==> src/rtl/trace_recorder.sv <==
// rtl/trace_recorder.sv - arm/trigger capture buffer with in-order valid/ready readout
module trace_recorder #(
  parameter int WIDTH = 3,
  parameter int DEPTH = 18,
  localparam int AW = $clog2(DEPTH + 1)
) (
  input  logic             clk,
  input  logic             rst,
  input  logic             clear,
  input  logic             arm,
  input  logic             trig,
  input  logic             stop,
  input  logic             sample_en,
  input  logic [WIDTH-1:0] din,
  input  logic             rd_start,
  input  logic             rd_ready,
  output logic             rd_valid,
  output logic [WIDTH-1:0] rd_data,
  output logic [AW-1:0]    count,
  output logic             done,
  output logic             busy,
  output logic             overflow
);

  typedef enum logic [2:0] {
    S_IDLE,
    S_ARMED,
    S_CAPTURE,
    S_DONE,
    S_READOUT
  } state_t;

  localparam logic [AW-1:0] DEPTH_W = AW'(DEPTH);

  state_t            state, next_state;
  logic [AW-1:0]     wr_ptr, rd_ptr;
  logic              we;
  logic [WIDTH-1:0]  mem [DEPTH];

  always_ff @(posedge clk or posedge rst) begin
    if (rst) state <= S_IDLE;
    else     state <= next_state;
  end

  always_comb begin
    next_state = state;
    we         = 1'b0;
    done       = 1'b0;
    busy       = 1'b0;
    case (state)
      S_IDLE: begin
        if (arm) next_state = S_ARMED;
      end
      S_ARMED: begin
        busy = 1'b1;
        if (trig) begin
          next_state = S_CAPTURE;
          we         = sample_en;
        end
      end
      S_CAPTURE: begin
        busy = 1'b1;
        we   = sample_en && (wr_ptr < DEPTH_W);
        if (stop || (we && count == DEPTH_W - 1'b1)) next_state = S_DONE;
      end
      S_DONE: begin
        done = 1'b1;
        if (rd_start) next_state = (count == '0) ? S_IDLE : S_READOUT;
      end
      S_READOUT: begin
        if (rd_valid && rd_ready && rd_ptr == count - 1'b1) next_state = S_IDLE;
      end
      default: next_state = S_IDLE;
    endcase
    if (clear) begin
      next_state = S_IDLE;
      we         = 1'b0;
    end
  end

  // Buffer has no reset; its contents only matter up to count.
  always_ff @(posedge clk) begin
    if (we) mem[wr_ptr] <= din;
  end

  always_ff @(posedge clk or posedge rst) begin
    if (rst) begin
      count    <= '0;
      wr_ptr   <= '0;
      rd_ptr   <= '0;
      rd_valid <= 1'b0;
      rd_data  <= '0;
      overflow <= 1'b0;
    end else if (clear) begin
      count    <= '0;
      wr_ptr   <= '0;
      rd_ptr   <= '0;
      rd_valid <= 1'b0;
      rd_data  <= '0;
      overflow <= 1'b0;
    end else begin
      case (state)
        S_IDLE: begin
          if (arm) begin
            count    <= '0;
            wr_ptr   <= '0;
            overflow <= 1'b0;
          end
        end
        S_ARMED, S_CAPTURE: begin
          if (we) begin
            wr_ptr <= wr_ptr + 1'b1;
            count  <= count + 1'b1;
          end
        end
        S_DONE: begin
          if (sample_en && count == DEPTH_W) overflow <= 1'b1;
          if (rd_start) begin
            rd_ptr   <= '0;
            rd_valid <= 1'b0;
          end
        end
        S_READOUT: begin
          // First cycle primes the output register; later handshakes prefetch the next word.
          if (!rd_valid) begin
            rd_data  <= mem[rd_ptr];
            rd_valid <= 1'b1;
          end else if (rd_ready) begin
            if (rd_ptr == count - 1'b1) begin
              rd_valid <= 1'b0;
            end else begin
              rd_ptr  <= rd_ptr + 1'b1;
              rd_data <= mem[rd_ptr + 1'b1];
            end
          end
        end
        default: ;
      endcase
    end
  end

endmodule

==> config.mk <==
export PLATFORM = sky130hd
export DESIGN_NAME = trace_recorder
export DESIGN_NICKNAME = d
export VERILOG_FILES = /design/src/rtl/trace_recorder.sv
export SDC_FILE = /design/constraint.sdc
export NUM_CORES = 1
export LEC_CHECK = 0
export CAP_MARGIN = 20
export CORE_ASPECT_RATIO = 0.7
export CORE_MARGIN = 5
export CORE_UTILIZATION = 47
export CTS_BUF_LIST = sky130_fd_sc_hd__clkbuf_16
export DETAILED_ROUTE_END_ITERATION = 7
export PLACE_DENSITY_LB_ADDON = 0.05
export SETUP_SLACK_MARGIN = 0.15
export SLEW_MARGIN = 25
export SYNTH_ARGS = -nofsm -noshare
export SYNTH_HDL_FRONTEND = slang
export SYNTH_SLANG_ARGS = --single-unit
==> constraint.sdc <==
create_clock -name clk -period 3.9 [get_ports clk]
set_input_delay 0.585 -clock clk [delete_from_list [all_inputs] [get_ports clk]]
set_output_delay 0.585 -clock clk [all_outputs]
set_load 0.02 [all_outputs]
==> results of run 1 <==
## placed cells by master (no fill, tap or decap), drive strengths merged, types with 9 or more instances in the layout
cell / n
a31oi: 11
nand2: 15
ha: 9
edfxtp: 54
nor2: 37
mux2i: 14
inv: 9
mux4: 24
clkdlybuf4s50: 23
xor2: 11
clkbuf: 9
dfrtp: 23
## synthesized netlist by cell type (all sizes together) (8+ instances only)
master and count:
nor3 8, clkbuf 9, xor2 11, nand2 15, ha 9, nor2 37, a31oi 11, edfxtp 54
buf 9, mux2i 14, dfrtp 23, nor2b 8, mux4 24, o21ai 8
## per-stage QoR
stage | std cells | hold slack, ns
after detailed placement | 438 | 0.4883
after CTS | 454 | 0.5017
after floorplan | 310 | 0.5809
after global routing | 454 | 0.5483
final | 454 | 0.5041
after global placement | 438 | 0.4842
## routing by layer
metal / GRT usage / vias to the layer above / share of wire
met5: 0 / - / 0
met4: 0.04824 / 0 / 0.011
met3: 0.05376 / 10 / 0.063
met2: 0.2663 / 85 / 0.41
met1: 0.3103 / 1375 / 0.52
li1: - / 1250 / -
## critical path: stages, from the launching register on
cell and delay, ns:
dfrtp_1 0.48, o31ai_1 0.57, a41oi_1 0.31, nor3_2 0.39, nand2_1 0.23, nor2_1 0.41
## sequential cells by signal, summed over array words and instances (netlist names)
register,count
count,5
mem,54
overflow,1
rd_data,3
rd_ptr,5
rd_valid,1
state,3
wr_ptr,5
## power groups by stage
stage                     clock network, µW  logic [µW]  registers (µW)
final                                   814        85.8             892
after CTS                               834        86.3             892
after global placement                    0        85.5             909
after detailed placement                  0        86.1             909
after floorplan                           0        49.2             903
after global routing                    870        95.0             893
## path summary, 6_finish.rpt
check | end | slack [ns]
worst max-delay path | mem[6][1] | 1.14
min in group asynchronous | state[1] | 0.61
worst min register to register | overflow | 0.50
worst max register to register | mem[6][1] | 1.14
max in group asynchronous | wr_ptr[2] | 2.93
worst min-delay path | overflow | 0.50
## layout make-up
class | count | area (µm²) | share of cell area
multi-input combinational | 208 | 1869 | 0.3905
clock inverter | 7 | 66.31 | 0.01385
tap | 120 | 150.1 | 0.03136
timing repair buffer | 26 | 252.7 | 0.05280
sequential | 77 | 2197 | 0.4590
inverter | 7 | 26.28 | 0.005489
clock buffer | 9 | 225.2 | 0.04705
## cell families (layout without fill, tap and decap cells)
kind of cell             Yosys count  in the layout  share of synthesized area
AO/OA/AOI/OAI                     52             52                    0.09620
AND/OR/NAND/NOR                   89             89                     0.1078
buffers and inverters             25             49                    0.03503
multiplexers                      41             41                     0.1776
XOR/XNOR                          17             17                    0.03533
adder cells (fa/ha/maj)            9              9                    0.02672
flip-flops                        77             77                     0.5214
==> flow_metrics.env, run 1 <==
export IMPL_rsz0062_at_grt="false"
export IMPL_dpl_instance_area_mm2=0.004496
export IMPL_power_uw=1792
export IMPL_routed_via_density=5.991
export IMPL_hpwl_mm=7.239
export IMPL_whs_path_depth=2
export IMPL_cts_clk_slew_worst_paths_ns=0.06
export IMPL_cts_resized_gates=0
export IMPL_post_cts_buffers=0
export IMPL_drt_iter0_drc=277
export IMPL_grt_first_pass_wirelength_mm=15.62
export IMPL_numPortBuffers=23
export IMPL_vias=2720
export IMPL_r2r_cells=5
export IMPL_synth_edff_count=54
export IMPL_end_kind="register"
export IMPL_irDropWorstVdd_mv=0.2801
export IMPL_fin_tns_setup_ns=0
export IMPL_yosysUniqueCellTypes=57
export IMPL_swShare=0.2155
export IMPL_power_leakage_uw=0.001630
export IMPL_p_switching_uw=386.2
export IMPL_cts_tree="yes"
export IMPL_ys_warnings_count=0
export IMPL_p_int_uw=1406
export IMPL_fmax_ghz=0.3627
export IMPL_synth_top_area_frac=0.3848
export IMPL_worstPathRequired_ns=3.88
export IMPL_status="finished clean"
export IMPL_grt_usage=0.1965
export IMPL_syn_nets=331
export IMPL_setup_viol=0
export IMPL_combPwrFrac=0.048
export IMPL_max_cap_viol_count=0
export IMPL_ys_seq_elements=77
export IMPL_synth_largest_area_cell="edfxtp_1"
export IMPL_cts_hold_buf=0
export IMPL_grt_pass1_vias=2623
export IMPL_clkSinkCount=77
export IMPL_hold_viol=0
export IMPL_synth_area_leaders="edfxtp_1, dfrtp_1, mux4_2"
export IMPL_drc=0
export IMPL_cp_start_kind="register"
export IMPL_dpl_worst_slack_ns=1.099
export IMPL_yosysSeqAreaShare=0.5214
export IMPL_power_frac_seq=0.498
export IMPL_wl_per_cell_um=21.30
export IMPL_clock_power_share=0.454
export IMPL_finalNetCount=350
export IMPL_htree_levels=3
export IMPL_tightest_slew_ns=0.8102
export IMPL_final_area_mm2=0.004787
export IMPL_n_fill_cell=713
export IMPL_initial_core_util=0.4910
export IMPL_setup_slack_ns=1.143
export IMPL_startpoint="wr_ptr[2]"
export IMPL_hp_class="reg -> reg"
export IMPL_synth_area_mm2=0.004214
export IMPL_synth_ff_type="edfxtp_1"
export IMPL_pin_count=24
export IMPL_async_flop_share=0.2987
export IMPL_min_period_over_period=0.7070
export IMPL_syn_area_per_cell_um2=13.59
export IMPL_area_growth_pct=13.60
export IMPL_numCtsBuffers=9
export IMPL_die_w_um=123.2
export IMPL_first_pass_iters=5
export IMPL_r2r_start="wr_ptr[2]"
export IMPL_drive_gt1_frac=0.1437
export IMPL_slew_headroom=0.4580
export IMPL_cts_root_buf="clkbuf_16"
export IMPL_worst_setup_path_type="reg -> reg"
export IMPL_core_area_mm2=0.008583
export IMPL_hold_path_startpoint="overflow"
export IMPL_grt_overflow_total=0
export IMPL_utilization=0.5577
export IMPL_crit_arrival_ns=2.74
export IMPL_p_per_area_mw_per_mm2=374.4
export IMPL_crit_fanout=9
export IMPL_clock_path_buffers=2
export IMPL_antenna_found_initial=0
export IMPL_drt_wl_total_mm=9.671
export IMPL_grt_max_degree=38
export IMPL_diodes=0
export IMPL_post_route_min_period_ns=2.757
export IMPL_dieArea_mm2=0.01099
export IMPL_drv_slew=0
export IMPL_dieHeight_um=89.23
export IMPL_insertion_delay_ns=0.34
export IMPL_num_rows=28
export IMPL_synthCells=310
export IMPL_finalClockSkew_ns=0.005649
export IMPL_ant_nets=0
export IMPL_place_congestion=0.8005
Power figures use the tool's default switching activity.
==> inputs of run 2 (changes only) <==
==> constraint.sdc (replaced) <==
create_clock -name clk -period 2.59 [get_ports clk]
set_input_delay 0.3885 -clock clk [delete_from_list [all_inputs] [get_ports clk]]
set_output_delay 0.3885 -clock clk [all_outputs]
set_load 0.02 [all_outputs]
==> run 2 against run 1 <==
Effect of this change: cell area rose by 2.5%; setup slack got worse by 0.85 ns; die area unchanged; register-to-register slack lost 0.85 ns; utilization is 1.4 points higher; non-clock buffer count grew 12; hold slack worse by 0.10 ns; global-route usage decreased by 0.54 points; clock power grew 50%; via count is 0.44% higher; fmax increased by 20%; clock-buffer cell count did not move; critical path type unchanged; largest cell class unchanged.
==> flow_metrics.env, run 2 (synthesis results as in run 1) <==
export IMPL_power_uw=2706
export IMPL_slowest_stage="a2111o_1"
export IMPL_crit_fanout=5
export IMPL_path_buf_inv=1
export IMPL_cts_root_buf="clkbuf_16"
export IMPL_wl_per_cell_um=20.79
export IMPL_cts_clk_slew_worst_paths_ns=0.06
export IMPL_num_rows=28
export IMPL_insertion_delay_ns=0.34
export IMPL_grt_max_degree=38
export IMPL_post_route_min_period_ns=2.301
export IMPL_finalClockSkew_ns=0.008556
export IMPL_die_w_um=123.2
export IMPL_hp_class="in -> async"
export IMPL_crit_arrival_ns=2.51
export IMPL_drc=0
export IMPL_grt_first_pass_wirelength_mm=15.10
export IMPL_r2r_cells=8
export IMPL_final_cell_count_no_fill=466
export IMPL_vias=2732
export IMPL_first_pass_iters=6
export IMPL_grt_overflow_total=0
export IMPL_dpl_instance_area_mm2=0.004611
export IMPL_dieHeight_um=89.23
export IMPL_r2r_end="rd_data[2]"
export IMPL_core_area_mm2=0.008583
export IMPL_hold_viol=0
export IMPL_numPortBuffers=23
export IMPL_grt_pass1_vias=2545
export IMPL_hpwl_mm=7.012
export IMPL_swShare=0.2141
export IMPL_max_cap_viol_count=0
export IMPL_irDropWorstVdd_mv=0.3694
export IMPL_routed_via_density=5.863
export IMPL_utilization=0.5716
export IMPL_power_leakage_uw=0.001700
export IMPL_largest_register="mem"
export IMPL_path_delay_family="compound AO/OA/AOI/OAI gates"
export IMPL_worstPathRequired_ns=2.80
export IMPL_slew_headroom=0.5163
export IMPL_cts_tree="yes"
export IMPL_tightest_slew_ns=0.7233
export IMPL_status="finished clean"
export IMPL_numCtsBuffers=9
export IMPL_end_kind="register"
export IMPL_place_congestion=0.8166
export IMPL_cp_cell_sequence="inv_1, ha_1, and3_1, o2bb2ai_1, a2111o_1, a31oi_2, nor2_1, a221o_1"
export IMPL_area_growth_pct=16.42
export IMPL_p_per_area_mw_per_mm2=551.6
export IMPL_finalNetCount=362
export IMPL_r2r_start="count[0]"
export IMPL_initial_core_util=0.4910
export IMPL_post_cts_buffers=0
export IMPL_htree_levels=3
export IMPL_dieArea_mm2=0.01099
export IMPL_grt_usage=0.1910
export IMPL_combPwrFrac=0.052
export IMPL_placed_cells=450
export IMPL_pin_count=24
export IMPL_drt_iter0_drc=266
export IMPL_p_switching_uw=579.4
export IMPL_power_frac_seq=0.496
export IMPL_min_period_over_period=0.8885
export IMPL_drive_gt1_frac=0.1792
export IMPL_antenna_found_initial=0
export IMPL_fin_tns_setup_ns=0
export IMPL_drv_slew=0
export IMPL_drt_wl_total_mm=9.686
export IMPL_clock_power_share=0.452
export IMPL_clkSinkCount=77
export IMPL_fmax_ghz=0.4346
export IMPL_final_cell_mix="edfxtp_1, nor2_1, clkdlybuf4s50_1"
export IMPL_worst_setup_path_type="reg -> reg"
export IMPL_p_int_uw=2127
export IMPL_final_area_mm2=0.004906
export IMPL_r2r_slack_ns=0.29
export IMPL_slowest_delay_ns=0.51
export IMPL_clock_path_buffers=2
export IMPL_cp_start_kind="register"
export IMPL_largest_reg_flops=54
export IMPL_ant_nets=0
export IMPL_rsz0062_at_grt="false"
export IMPL_diodes=0
export IMPL_setup_viol=0
export IMPL_final_common_cell="edfxtp_1"
==> run 2: cell type report <==
cell class / instances / area [µm²]
Clock buffer: 9 / 225.2
Clock inverter: 7 / 67.56
Fill cell: 708 / 3677
Inverter: 7 / 26.28
Multi-Input combinational cell: 208 / 1869
Sequential cell: 77 / 2200
Tap cell: 120 / 150.1
Timing Repair Buffer: 38 / 367.9
==> run 2: worst reg2reg max path, cell delays in order, from the launching register on <==
cell       delay [ns]
dfrtp_1          0.37
inv_1            0.13
ha_1             0.28
and3_1           0.18
o2bb2ai_1        0.06
a2111o_1         0.51
a31oi_2          0.30
nor2_1           0.09
a221o_1          0.27
==> run 2: repair_timing <==
action | CTS | global route
hold buffers | 0 | 0
setup endpoints to repair | 0 | 2
gates resized for setup | 0 | 2
==> run 2: power by group through the flow <==
stage	Sequential [µW]	Combinational, µW	Clock [µW]
floorplan	1360	74.0	0
global placement	1370	140	0
detailed placement	1370	140	0
CTS	1340	141	1240
global route	1340	153	1300
finish	1340	140	1220
==> run 2: metal layers <==
layer  global-route usage  up-vias  routed length, µm
li1                     -     1270                  -
met1               0.3113     1381               5179
met2               0.2525       79               3982
met3              0.05250        2                505
met4              0.03618        0                 19
met5                    0        -                  0
==> run 2: how the worst max path moves through the flow <==
stage,from,end,slack [ns],cells after the start
after CTS,state[0],done,0.19,3
final,count[0],rd_data[2],0.29,8
after floorplan,count[0],rd_data[0],0.23,8
after global placement,sample_en,mem[3][0],0.22,7
after detailed placement,sample_en,mem[0][2],0.22,7
after global routing,count[0],rd_data[2],0.18,8
==> run 2: through the flow <==
stage	setup slack, ns	hold WS [ns]
after detailed placement	0.2172	0.4988
after floorplan	0.2276	0.3904
final	0.2889	0.4043
after global routing	0.1779	0.4339
after CTS	0.1927	0.4122
after global placement	0.2227	0.4922
==> inputs of run 3 (changes only) <==
--- a/config.mk
+++ b/config.mk
@@ -6,9 +6,11 @@
 export NUM_CORES = 1
 export LEC_CHECK = 0
 export CAP_MARGIN = 20
+export CELL_PAD_IN_SITES_DETAIL_PLACEMENT = 0
+export CELL_PAD_IN_SITES_GLOBAL_PLACEMENT = 2
 export CORE_ASPECT_RATIO = 0.7
 export CORE_MARGIN = 5
-export CORE_UTILIZATION = 47
+export CORE_UTILIZATION = 43
 export CTS_BUF_LIST = sky130_fd_sc_hd__clkbuf_16
 export DETAILED_ROUTE_END_ITERATION = 7
 export PLACE_DENSITY_LB_ADDON = 0.05
==> run 3 against run 2 <==
Effect of this change: final cell count up 3.0%; die area grew 8.4%; hold slack better by 0.0060 ns; cell area grew 0.84%; non-clock buffer count rose by 6; global-route usage shrank 1.2 points; largest power group unchanged.
==> flow_metrics.env, run 3 (synthesis results as in run 1) <==
export IMPL_grt_usage=0.1793
export IMPL_routed_via_density=5.715
export IMPL_pin_count=24
export IMPL_swShare=0.2227
export IMPL_tightest_slew_ns=0.6794
export IMPL_cts_hold_buf=0
export IMPL_ant_nets=0
export IMPL_wl_per_cell_um=20.67
export IMPL_htree_levels=3
export IMPL_final_cell_mix="edfxtp_1, nor2_1, clkdlybuf4s50_1"
export IMPL_post_route_min_period_ns=2.337
export IMPL_hpwl_mm=7.458
export IMPL_wl_met2_mm=3.849
export IMPL_end_kind="register"
export IMPL_top_layer="met4"
export IMPL_p_int_uw=2032
export IMPL_numPortBuffers=23
export IMPL_slew_headroom=0.5456
export IMPL_crit_arrival_ns=2.55
export IMPL_largest_reg_flops=54
export IMPL_clock_power_share=0.431
export IMPL_diodes=0
export IMPL_utilization=0.5128
export IMPL_vias=2743
export IMPL_num_rows=30
export IMPL_numCtsBuffers=9
export IMPL_grt_pass1_vias=2631
export IMPL_dieArea_mm2=0.01191
export IMPL_cts_clk_slew_worst_paths_ns=0.06
export IMPL_cts_resized_gates=0
export IMPL_worstPathRequired_ns=2.81
export IMPL_setup_viol=0
export IMPL_drt_wl_total_mm=9.920
export IMPL_largest_register="mem"
export IMPL_die_w_um=128.3
export IMPL_drt_iter0_drc=311
export IMPL_insertion_delay_ns=0.34
export IMPL_min_period_over_period=0.9022
export IMPL_drv_slew=0
export IMPL_core_area_mm2=0.009647
export IMPL_hold_viol=0
export IMPL_antenna_found_initial=0
export IMPL_grt_overflow_total=0
export IMPL_first_pass_iters=5
export IMPL_finalNetCount=368
export IMPL_cts_tree="yes"
export IMPL_drive_gt1_frac=0.1875
export IMPL_status="finished clean"
export IMPL_initial_core_util=0.4368
export IMPL_startpoint="rd_ptr[0]"
export IMPL_fin_tns_setup_ns=0
export IMPL_combPwrFrac=0.057
export IMPL_dr_wl_met3_um=733
export IMPL_cp_start_kind="register"
export IMPL_place_congestion=0.7635
export IMPL_power_leakage_uw=0.001720
export IMPL_power_frac_seq=0.512
export IMPL_grt_first_pass_wirelength_mm=15.66
export IMPL_worst_setup_path_type="reg -> reg"
export IMPL_fmax_ghz=0.4280
export IMPL_dieHeight_um=92.83
export IMPL_hp_class="in -> async"
export IMPL_grt_max_degree=24
export IMPL_irDropWorstVdd_mv=0.3065
export IMPL_wl_met1_mm=5.220
export IMPL_crit_fanout=13
export IMPL_r2r_cells=6
export IMPL_r2r_end="rd_data[0]"
export IMPL_p_per_area_mw_per_mm2=528.5
export IMPL_p_switching_uw=582.2
export IMPL_r2r_slack_ns=0.25
export IMPL_final_common_cell="edfxtp_1"
export IMPL_r2r_start="rd_ptr[0]"
export IMPL_post_cts_buffers=0
export IMPL_dpl_instance_area_mm2=0.004653
export IMPL_area_growth_pct=17.40
export IMPL_clock_path_buffers=2
export IMPL_finalClockSkew_ns=0.007410
export IMPL_clkSinkCount=77
export IMPL_cts_root_buf="clkbuf_16"
export IMPL_max_cap_viol_count=0
export IMPL_final_area_mm2=0.004947
export IMPL_rsz0062_at_grt="true"
export IMPL_drc=0
-- run 3: cell type report --
type | count | area, µm²
Inverter | 7 | 26.28
Tap cell | 128 | 160.2
Clock inverter | 7 | 41.29
Sequential cell | 77 | 2198
Timing Repair Buffer | 44 | 404.1
Multi-Input combinational cell | 208 | 1892
Clock buffer | 9 | 225.2
Fill cell | 833 | 4700
-- run 3: how the worst max path moves through the flow --
| stage | depth (start not counted) | end |
|---|---|---|
| 2_1_floorplan | 8 | rd_data[0] |
| 3_3_place_gp | 6 | mem[17][0] |
| 3_5_place_dp | 6 | mem[17][0] |
| 4_1_cts | 8 | rd_data[1] |
| 5_1_grt | 6 | rd_data[0] |
| 6_report | 6 | rd_data[0] |
-- run 3: worst max-delay path, cell delays in order (launching register included) --
cell     delay (ns)
dfrtp_1        0.49
ha_1           0.38
buf_12         0.17
mux4_2         0.52
mux2i_1        0.22
a31oi_1        0.14
a221o_1        0.30
-- run 3: layer usage --
| layer | up-vias | global-route usage |
|---|---|---|
| li1 | 1282 | - |
| met1 | 1351 | 0.2970 |
| met2 | 100 | 0.2244 |
| met3 | 10 | 0.04784 |
| met4 | 0 | 0.04417 |
| met5 | - | 0 |
-- run 3: metrics by stage --
step / power (µW) / setup slack, ns / hold WS [ns] / cells
4_1_cts: 2641 / 0.2107 / 0.4221 / 480
5_1_grt: 2715 / 0.1342 / 0.4543 / 480
3_3_place_gp: 1512 / 0.1506 / 0.5023 / 464
3_5_place_dp: 1510 / 0.09441 / 0.5035 / 464
6_report: 2614 / 0.2534 / 0.4103 / 480
2_1_floorplan: 1434 / 0.2276 / 0.3904 / 310
-- run 3: power by group through the flow --
stage | clock, µW | sequential (µW) | combinational, µW
after floorplan | 0 | 1360 | 74.0
after global placement | 0 | 1360 | 149
after detailed placement | 0 | 1360 | 148
after CTS | 1160 | 1340 | 149
after global routing | 1210 | 1340 | 165
final | 1130 | 1340 | 150
